===== src/rtl/cpu_pkg.sv =====
// cpu_pkg: shared definitions for the 8-bit CPU instruction sequencer.
//   - opcode constants (3-bit, instr[7:5]), doubling as ALU select codes
//   - HALT_INSTR: the reserved all-ones instruction that stops the sequencer
//   - instruction field bit positions
//   - sequencer state enum
package cpu_pkg;

   localparam logic [2:0] OP_ADD = 3'b000;
   localparam logic [2:0] OP_SUB = 3'b001;
   localparam logic [2:0] OP_AND = 3'b010;
   localparam logic [2:0] OP_OR  = 3'b011;
   localparam logic [2:0] OP_XOR = 3'b100;
   localparam logic [2:0] OP_MUL = 3'b101;
   localparam logic [2:0] OP_DIV = 3'b110;
   localparam logic [2:0] OP_CMP = 3'b111;

   localparam logic [7:0] HALT_INSTR = 8'hFF;

   // Instruction layout: [7:5] opcode, [4:3] rd/ra, [2:1] rb, [0] reserved
   localparam int unsigned OPC_MSB = 7;
   localparam int unsigned OPC_LSB = 5;
   localparam int unsigned RD_MSB  = 4;
   localparam int unsigned RD_LSB  = 3;
   localparam int unsigned RB_MSB  = 2;
   localparam int unsigned RB_LSB  = 1;

   typedef enum logic [2:0] {
      StIdle,
      StFetch,
      StDecode,
      StExec,
      StWait,
      StWb,
      StHalt
   } state_e;

endpackage


===== src/rtl/cpu_sequencer_if.sv =====
// cpu_sequencer_if: instruction-memory, ALU and register-file signals of the sequencer.
//   imem_req/imem_addr/imem_ack/imem_data : instruction fetch handshake
//   alu_sel/alu_start/alu_done/op_b_zero  : ALU control and status
//   rf_ra/rf_rb/rf_wa/rf_we/flag_we       : register-file / flag commit
// Modports: master = sequencer side, slave = memory/ALU/register-file side.
interface cpu_sequencer_if #(
   parameter int unsigned PC_W = 8
);
   logic            imem_req;
   logic [PC_W-1:0] imem_addr;
   logic            imem_ack;
   logic [7:0]      imem_data;
   logic [2:0]      alu_sel;
   logic            alu_start;
   logic            alu_done;
   logic            op_b_zero;
   logic [1:0]      rf_ra;
   logic [1:0]      rf_rb;
   logic [1:0]      rf_wa;
   logic            rf_we;
   logic            flag_we;

   modport master (
      output imem_req, imem_addr,
      input  imem_ack, imem_data,
      output alu_sel, alu_start,
      input  alu_done, op_b_zero,
      output rf_ra, rf_rb, rf_wa, rf_we, flag_we
   );

   modport slave (
      input  imem_req, imem_addr,
      output imem_ack, imem_data,
      input  alu_sel, alu_start,
      output alu_done, op_b_zero,
      input  rf_ra, rf_rb, rf_wa, rf_we, flag_we
   );

endinterface


===== src/rtl/cpu_seq_decode.sv =====
// cpu_seq_decode: combinational opcode decoder.
//   opcode        in  3  instruction opcode
//   alu_sel       out 3  ALU operation select
//   is_multicycle out 1  MUL/DIV: wait for alu_done
//   writes_flags  out 1  compare: commit to flags, not the register file
module cpu_seq_decode
   import cpu_pkg::*;
(
   input  logic [2:0] opcode,
   output logic [2:0] alu_sel,
   output logic       is_multicycle,
   output logic       writes_flags
);

   always_comb begin
      alu_sel       = opcode;
      is_multicycle = 1'b0;
      writes_flags  = 1'b0;
      case (opcode)
         OP_MUL, OP_DIV: is_multicycle = 1'b1;
         OP_CMP:         writes_flags  = 1'b1;
         default: ;
      endcase
   end

endmodule


===== src/rtl/cpu_sequencer.sv =====
// cpu_sequencer: multi-cycle fetch/decode/execute/writeback sequencer for the 8-bit CPU.
// Ports:
//   clk, rst_n  : clock, asynchronous active-low reset
//   start       : leave IDLE/HALT and fetch from PC 0
//   bus         : cpu_sequencer_if.master (imem, ALU, register-file signals)
//   busy        : state is neither IDLE nor HALT
//   halted      : state is HALT
//   err         : sticky error (WAIT timeout, or divide-by-zero trap)
//   retired     : saturating count of committed instructions
// Configuration macro CPU_SEQ_DIVZ_TRAP_EN: when defined, DIV with a zero operand B
// halts with err set instead of launching the ALU.
module cpu_sequencer
   import cpu_pkg::*;
#(
   parameter int unsigned PC_W        = 8,
   parameter int unsigned CNT_W       = 16,
   parameter int unsigned TIMEOUT_CYC = 32
) (
   input  logic                 clk,
   input  logic                 rst_n,
   input  logic                 start,
   cpu_sequencer_if.master      bus,
   output logic                 busy,
   output logic                 halted,
   output logic                 err,
   output logic [CNT_W-1:0]     retired
);

   localparam int unsigned TMR_W = $clog2(TIMEOUT_CYC + 1);
   localparam logic [TMR_W-1:0] TIMEOUT_VAL = TMR_W'(TIMEOUT_CYC);

   state_e             state_q, state_d;
   logic [PC_W-1:0]    pc_q, pc_d;
   logic [2:0]         alu_sel_q, alu_sel_d;
   logic [1:0]         rf_ra_q, rf_ra_d;
   logic [1:0]         rf_rb_q, rf_rb_d;
   logic               multi_q, multi_d;
   logic               flags_q, flags_d;
   logic               halt_q, halt_d;
   logic [TMR_W-1:0]   timer_q, timer_d;
   logic               err_q, err_d;
   logic [CNT_W-1:0]   retired_q, retired_d;

   logic [2:0]         dec_alu_sel;
   logic               dec_multi;
   logic               dec_flags;
   logic               fetch_is_halt;
   logic               div_trap;

   cpu_seq_decode u_decode (
      .opcode        (bus.imem_data[OPC_MSB:OPC_LSB]),
      .alu_sel       (dec_alu_sel),
      .is_multicycle (dec_multi),
      .writes_flags  (dec_flags)
   );

   assign fetch_is_halt = (bus.imem_data == HALT_INSTR);

`ifdef CPU_SEQ_DIVZ_TRAP_EN
   // op_b_zero reflects rf_rb, which is already stable by EXEC
   assign div_trap = (state_q == StExec) && (alu_sel_q == OP_DIV) && bus.op_b_zero;
   logic unused_bits;
   assign unused_bits = bus.imem_data[0];
`else
   assign div_trap = 1'b0;
   logic unused_bits;
   assign unused_bits = bus.imem_data[0] ^ bus.op_b_zero;
`endif

   always_comb begin
      state_d   = state_q;
      pc_d      = pc_q;
      alu_sel_d = alu_sel_q;
      rf_ra_d   = rf_ra_q;
      rf_rb_d   = rf_rb_q;
      multi_d   = multi_q;
      flags_d   = flags_q;
      halt_d    = halt_q;
      timer_d   = timer_q;
      err_d     = err_q;
      retired_d = retired_q;

      case (state_q)
         StIdle, StHalt: begin
            if (start) begin
               state_d   = StFetch;
               pc_d      = '0;
               retired_d = '0;
               err_d     = 1'b0;
            end
         end
         StFetch: begin
            if (bus.imem_ack) begin
               state_d = StDecode;
               halt_d  = fetch_is_halt;
               // HALT leaves the previous operation's controls untouched
               if (!fetch_is_halt) begin
                  alu_sel_d = dec_alu_sel;
                  rf_ra_d   = bus.imem_data[RD_MSB:RD_LSB];
                  rf_rb_d   = bus.imem_data[RB_MSB:RB_LSB];
                  multi_d   = dec_multi;
                  flags_d   = dec_flags;
               end
            end
         end
         StDecode: begin
            state_d = halt_q ? StHalt : StExec;
         end
         StExec: begin
            if (div_trap) begin
               state_d = StHalt;
               err_d   = 1'b1;
            end else if (multi_q) begin
               state_d = StWait;
               timer_d = TMR_W'(1);
            end else begin
               state_d = StWb;
            end
         end
         StWait: begin
            // alu_done takes priority over a timeout in the same cycle
            if (bus.alu_done) begin
               state_d = StWb;
            end else if (timer_q == TIMEOUT_VAL) begin
               state_d = StHalt;
               err_d   = 1'b1;
            end else begin
               timer_d = timer_q + 1'b1;
            end
         end
         StWb: begin
            state_d = StFetch;
            pc_d    = pc_q + 1'b1;
            if (retired_q != '1) retired_d = retired_q + 1'b1;
         end
         default: state_d = StIdle;
      endcase
   end

   always_ff @(posedge clk or negedge rst_n) begin
      if (!rst_n) begin
         state_q   <= StIdle;
         pc_q      <= '0;
         alu_sel_q <= '0;
         rf_ra_q   <= '0;
         rf_rb_q   <= '0;
         multi_q   <= 1'b0;
         flags_q   <= 1'b0;
         halt_q    <= 1'b0;
         timer_q   <= '0;
         err_q     <= 1'b0;
         retired_q <= '0;
      end else begin
         state_q   <= state_d;
         pc_q      <= pc_d;
         alu_sel_q <= alu_sel_d;
         rf_ra_q   <= rf_ra_d;
         rf_rb_q   <= rf_rb_d;
         multi_q   <= multi_d;
         flags_q   <= flags_d;
         halt_q    <= halt_d;
         timer_q   <= timer_d;
         err_q     <= err_d;
         retired_q <= retired_d;
      end
   end

   assign bus.imem_req  = (state_q == StFetch);
   assign bus.imem_addr = pc_q;
   assign bus.alu_sel   = alu_sel_q;
   assign bus.alu_start = (state_q == StExec) && !div_trap;
   assign bus.rf_ra     = rf_ra_q;
   assign bus.rf_rb     = rf_rb_q;
   assign bus.rf_wa     = rf_ra_q;
   assign bus.rf_we     = (state_q == StWb) && !flags_q;
   assign bus.flag_we   = (state_q == StWb) && flags_q;
   assign busy          = (state_q != StIdle) && (state_q != StHalt);
   assign halted        = (state_q == StHalt);
   assign err           = err_q;
   assign retired       = retired_q;

endmodule


===== src/flat_wrapper.sv =====
// flat-port wrapper written by rule: the top's interface ports become plain ports
module cpu_sequencer_flat import cpu_pkg::*;
#(
   parameter int unsigned PC_W        = 8,
   parameter int unsigned CNT_W       = 16,
   parameter int unsigned TIMEOUT_CYC = 32
)
  (clk, rst_n, start, busy, halted, err, retired, bus_imem_req, bus_imem_addr, bus_imem_ack, bus_imem_data, bus_alu_sel, bus_alu_start, bus_alu_done, bus_op_b_zero, bus_rf_ra, bus_rf_rb, bus_rf_wa, bus_rf_we, bus_flag_we);
  cpu_sequencer_if #(.PC_W(PC_W)) bus_i ();
  input  logic clk;
  input  logic rst_n;
  input  logic start;
  output logic busy;
  output logic halted;
  output logic err;
  output logic [CNT_W-1:0] retired;
  output wire logic [$bits(bus_i.imem_req)-1:0] bus_imem_req;
  output wire logic [$bits(bus_i.imem_addr)-1:0] bus_imem_addr;
  input wire logic [$bits(bus_i.imem_ack)-1:0] bus_imem_ack;
  input wire logic [$bits(bus_i.imem_data)-1:0] bus_imem_data;
  output wire logic [$bits(bus_i.alu_sel)-1:0] bus_alu_sel;
  output wire logic [$bits(bus_i.alu_start)-1:0] bus_alu_start;
  input wire logic [$bits(bus_i.alu_done)-1:0] bus_alu_done;
  input wire logic [$bits(bus_i.op_b_zero)-1:0] bus_op_b_zero;
  output wire logic [$bits(bus_i.rf_ra)-1:0] bus_rf_ra;
  output wire logic [$bits(bus_i.rf_rb)-1:0] bus_rf_rb;
  output wire logic [$bits(bus_i.rf_wa)-1:0] bus_rf_wa;
  output wire logic [$bits(bus_i.rf_we)-1:0] bus_rf_we;
  output wire logic [$bits(bus_i.flag_we)-1:0] bus_flag_we;
  assign bus_imem_req = bus_i.imem_req;
  assign bus_imem_addr = bus_i.imem_addr;
  assign bus_i.imem_ack = bus_imem_ack;
  assign bus_i.imem_data = bus_imem_data;
  assign bus_alu_sel = bus_i.alu_sel;
  assign bus_alu_start = bus_i.alu_start;
  assign bus_i.alu_done = bus_alu_done;
  assign bus_i.op_b_zero = bus_op_b_zero;
  assign bus_rf_ra = bus_i.rf_ra;
  assign bus_rf_rb = bus_i.rf_rb;
  assign bus_rf_wa = bus_i.rf_wa;
  assign bus_rf_we = bus_i.rf_we;
  assign bus_flag_we = bus_i.flag_we;
  cpu_sequencer #(.PC_W(PC_W), .CNT_W(CNT_W), .TIMEOUT_CYC(TIMEOUT_CYC)) u_core (.clk(clk), .rst_n(rst_n), .start(start), .bus(bus_i), .busy(busy), .halted(halted), .err(err), .retired(retired));
endmodule

===== config.mk =====
export PLATFORM = sky130hd
export DESIGN_NAME = cpu_sequencer_flat
export DESIGN_NICKNAME = d
export VERILOG_FILES = /design/src/rtl/cpu_pkg.sv /design/src/rtl/cpu_sequencer_if.sv /design/src/rtl/cpu_seq_decode.sv /design/src/rtl/cpu_sequencer.sv /design/src/flat_wrapper.sv
export SDC_FILE = /design/constraint.sdc
export NUM_CORES = 1
export LEC_CHECK = 0
export ABC_AREA = 1
export CAP_MARGIN = 10
export CORE_ASPECT_RATIO = 1.75
export CORE_UTILIZATION = 51
export DETAILED_ROUTE_END_ITERATION = 16
export PLACE_DENSITY = 0.8
export REMOVE_ABC_BUFFERS = 1
export SYNTH_ARGS = -nofsm -noshare
export SYNTH_HDL_FRONTEND = slang
export SYNTH_HIERARCHICAL = 1
export SYNTH_SLANG_ARGS = --single-unit

===== constraint.sdc =====
create_clock -name clk -period 1.7 [get_ports clk]
set_clock_uncertainty 0.05 [all_clocks]
set_input_delay 0.51 -clock clk [delete_from_list [all_inputs] [get_ports clk]]
set_output_delay 0.51 -clock clk [all_outputs]
set_load 0.01 [all_outputs]

==> flow_metrics.tcl <==
set metrics [dict create \
    clk_latency_ns 0.30 \
    h-tree-depth 2 \
    use_met2_pct 51.71 \
    cts_made_buffers 5 \
    cp_max_fo 5 \
    antenna_cells 0 \
    clockBufferDepth 2 \
    hold_class "primary input to async pin" \
    ff2ff_setup_slack_ns 0.04 \
    grt_util_all_layers_pct 27.52 \
    ys_types 30 \
    final_max_slew_viol_count 0 \
    tightestPinTransition_ns 0.3239 \
    rr_worst_depth 8 \
    placementRows 33 \
    synth_area_um2 2561 \
    yosysSeqAreaShare_pct 42.99 \
    core_region_area_um2 4748 \
    setup.worst_path.start_class "flip-flop" \
    synth_warnings 6 \
    maxCapViolCount 0 \
    initial_utilization_pct 53.94 \
    cts_tree "built" \
    drt-wirelength-per-cell_um 13.88 \
    postSynth.asyncResetShare_pct 100.0 \
    failed_checks "setup timing" \
    clock.fmax_mhz 559.4 \
    syn_avg_cell_area_um2 7.235 \
    slowest_stage "dfrtp_2" \
    via_per_inst 5.280 \
    die_w_um 55.57 \
    power_density_nw_per_um2 1168 \
    rr_startpoint "u_core/retired[0]" \
    stdcell_count 507 \
    drc 0 \
    dr.pass1.iters 4 \
    path_clk_slew_ns 0.08 \
    worstSetupEndpointType "output pin" \
    critical-path-top-delay-family "flip-flops" \
    crit_type "flip-flop to output pin" \
    ir_drop_uv 1060 \
    grt_pass1_wl_um 11470 \
    postRouteAntennaNets 0 \
    grtUsageMet3_pct 4.839 \
    grt_pass1_vias 2692 \
    wl_um 7036 \
    overflow 0 \
    fin_crit_ns 1.788 \
    finalCritPeriodShare_pct 105.2 \
    cts-root-buf "clkbuf_8" \
    slew_headroom_pct 78.33 \
    synth_edf_count 0 \
    die_height_um 95.75 \
    r2r-end "u_core/retired[7]" \
    ios 54 \
    area_growth_syn_to_layout_pct 41.72 \
    worst_slack_ns -0.08776 \
    nets 473 \
    fin_util_pct 76.44 \
    dp_cells 478 \
    cts.sinks 44 \
    synthFlopType "dfrtp_1" \
    rsz0062_at_grt "yes" \
    die_area_um2 5321 \
    synth-seq-cells 44 \
    pre_cts_slack_ns -0.1965 \
    finalPower_mw 4.240 \
    final_common_cell "nand2_1" \
    post-dp-hpwl_um 4685 \
    syn_inst 354 \
    vias 2677 \
    drive_above_1_share_pct 21.98 \
    critical_path.cell_chain "buf_6, nor3_4, buf_2" \
    busiest_layer "met2" \
    cp.arrival_ns 1.23 \
    leakage_nw 1.974 \
    met1_usage_pct 27.68 \
    required_ns 1.14 \
    layout_common_cells "nand2_1, buf_4, dfrtp_1, dlygate4sd2_1, nand3_1" \
    critPathBufInv 2 \
    gp_congestion 0.8525 \
    grt_antenna_before_repair 0 \
    finalHoldViolCount 0 \
    grt_max_degree 45 \
    drt_iter0_markers 110 \
    setup_tns_ns -0.3195 \
    portBuffers 52 \
    setup_violations 6 \
    crit_path_max_incr_delay_ns 0.46 \
    status "complete, but fails checks" \
]
## metal layers
layer / up-vias / wire length [um]
li1: 1320 / -
met1: 1243 / 2503
met2: 90 / 3943
met3: 24 / 320
met4: 0 / 268
met5: - / 0
## stage by stage
stage          area (um^2)  hold slack (ns)
2_1_floorplan         2492           0.1644
4_1_cts               3546           0.1385
6_report              3630           0.1264
5_1_grt               3630           0.1447
3_5_place_dp          3303           0.4082
3_3_place_gp          3303           0.4044
## where the power goes
group | switching (mW) | total (mW) | internal, mW
Sequential | 0.202 | 1.48 | 1.28
Combinational | 1.09 | 2.06 | 0.967
Clock | 0.342 | 0.704 | 0.362
Total | 1.63 | 4.24 | 2.61
## what timing repair did
action,4_1_cts,5_1_grt
resized for setup,70,22
hold buffers,0,0
setup endpoints to repair,56,38
setup buffers,20,2
endpoints found under the hold margin,0,0
pin swaps,4,5
## cell families (layout without fill, tap and decap cells)
group / count (synthesis) / in the layout / synth area share [%]
AO/OA/AOI/OAI: 25 / 25 / 5.765
XOR/XNOR: 9 / 9 / 3.078
adder cells (fa/ha/maj): 4 / 4 / 1.954
buffers and inverters: 47 / 148 / 8.256
flip-flops: 44 / 44 / 42.99
AND/OR/NAND/NOR: 225 / 225 / 37.96
## flip-flops by register name, indices dropped and copies added (netlist names), 2 cells and up
signal / cells
u_core/timer_q: 6
u_core/bus.rf_rb: 2
u_core/bus.imem_addr: 8
u_core/state_q: 3
u_core/bus.rf_ra: 2
u_core/bus.alu_sel: 3
u_core/retired: 16
## layout make-up
class                      instances  area (um^2)
multi-input combinational        263         1336
inverter                          38        142.6
fill                             363         1119
tap                               52        65.06
timing repair buffer             103        884.6
sequential                        44         1105
clock buffer                       7        96.34
## cell usage after synthesis (3+ instances only)
cell,number,area share [%]
a21oi_1,4,0.78
buf_4,5,1.5
dfrtp_1,44,43
ha_1,4,2.0
inv_1,35,5.1
inv_2,3,0.44
nand2_1,131,19
nand3_1,36,7.0
nand4_1,6,1.5
nor2_1,34,5.0
nor2_2,3,0.73
nor3_1,5,0.98
o21ai_0,16,3.1
xor2_1,7,2.4
## worst max path at each step
stage                     cells after the start               from                 to  slack (ns)
after global routing                          4  u_core/state_q[0]             halted       -0.15
final                                         3  u_core/state_q[1]       bus_imem_req       -0.09
after global placement                        3  u_core/state_q[1]       bus_imem_req       -0.17
after floorplan                               7  u_core/retired[1]  u_core/retired[0]        0.13
after CTS                                     5  u_core/state_q[1]               busy       -0.09
after detailed placement                      5  u_core/state_q[0]               busy       -0.20
No activity file was read; power rests on OpenSTA's default activity.
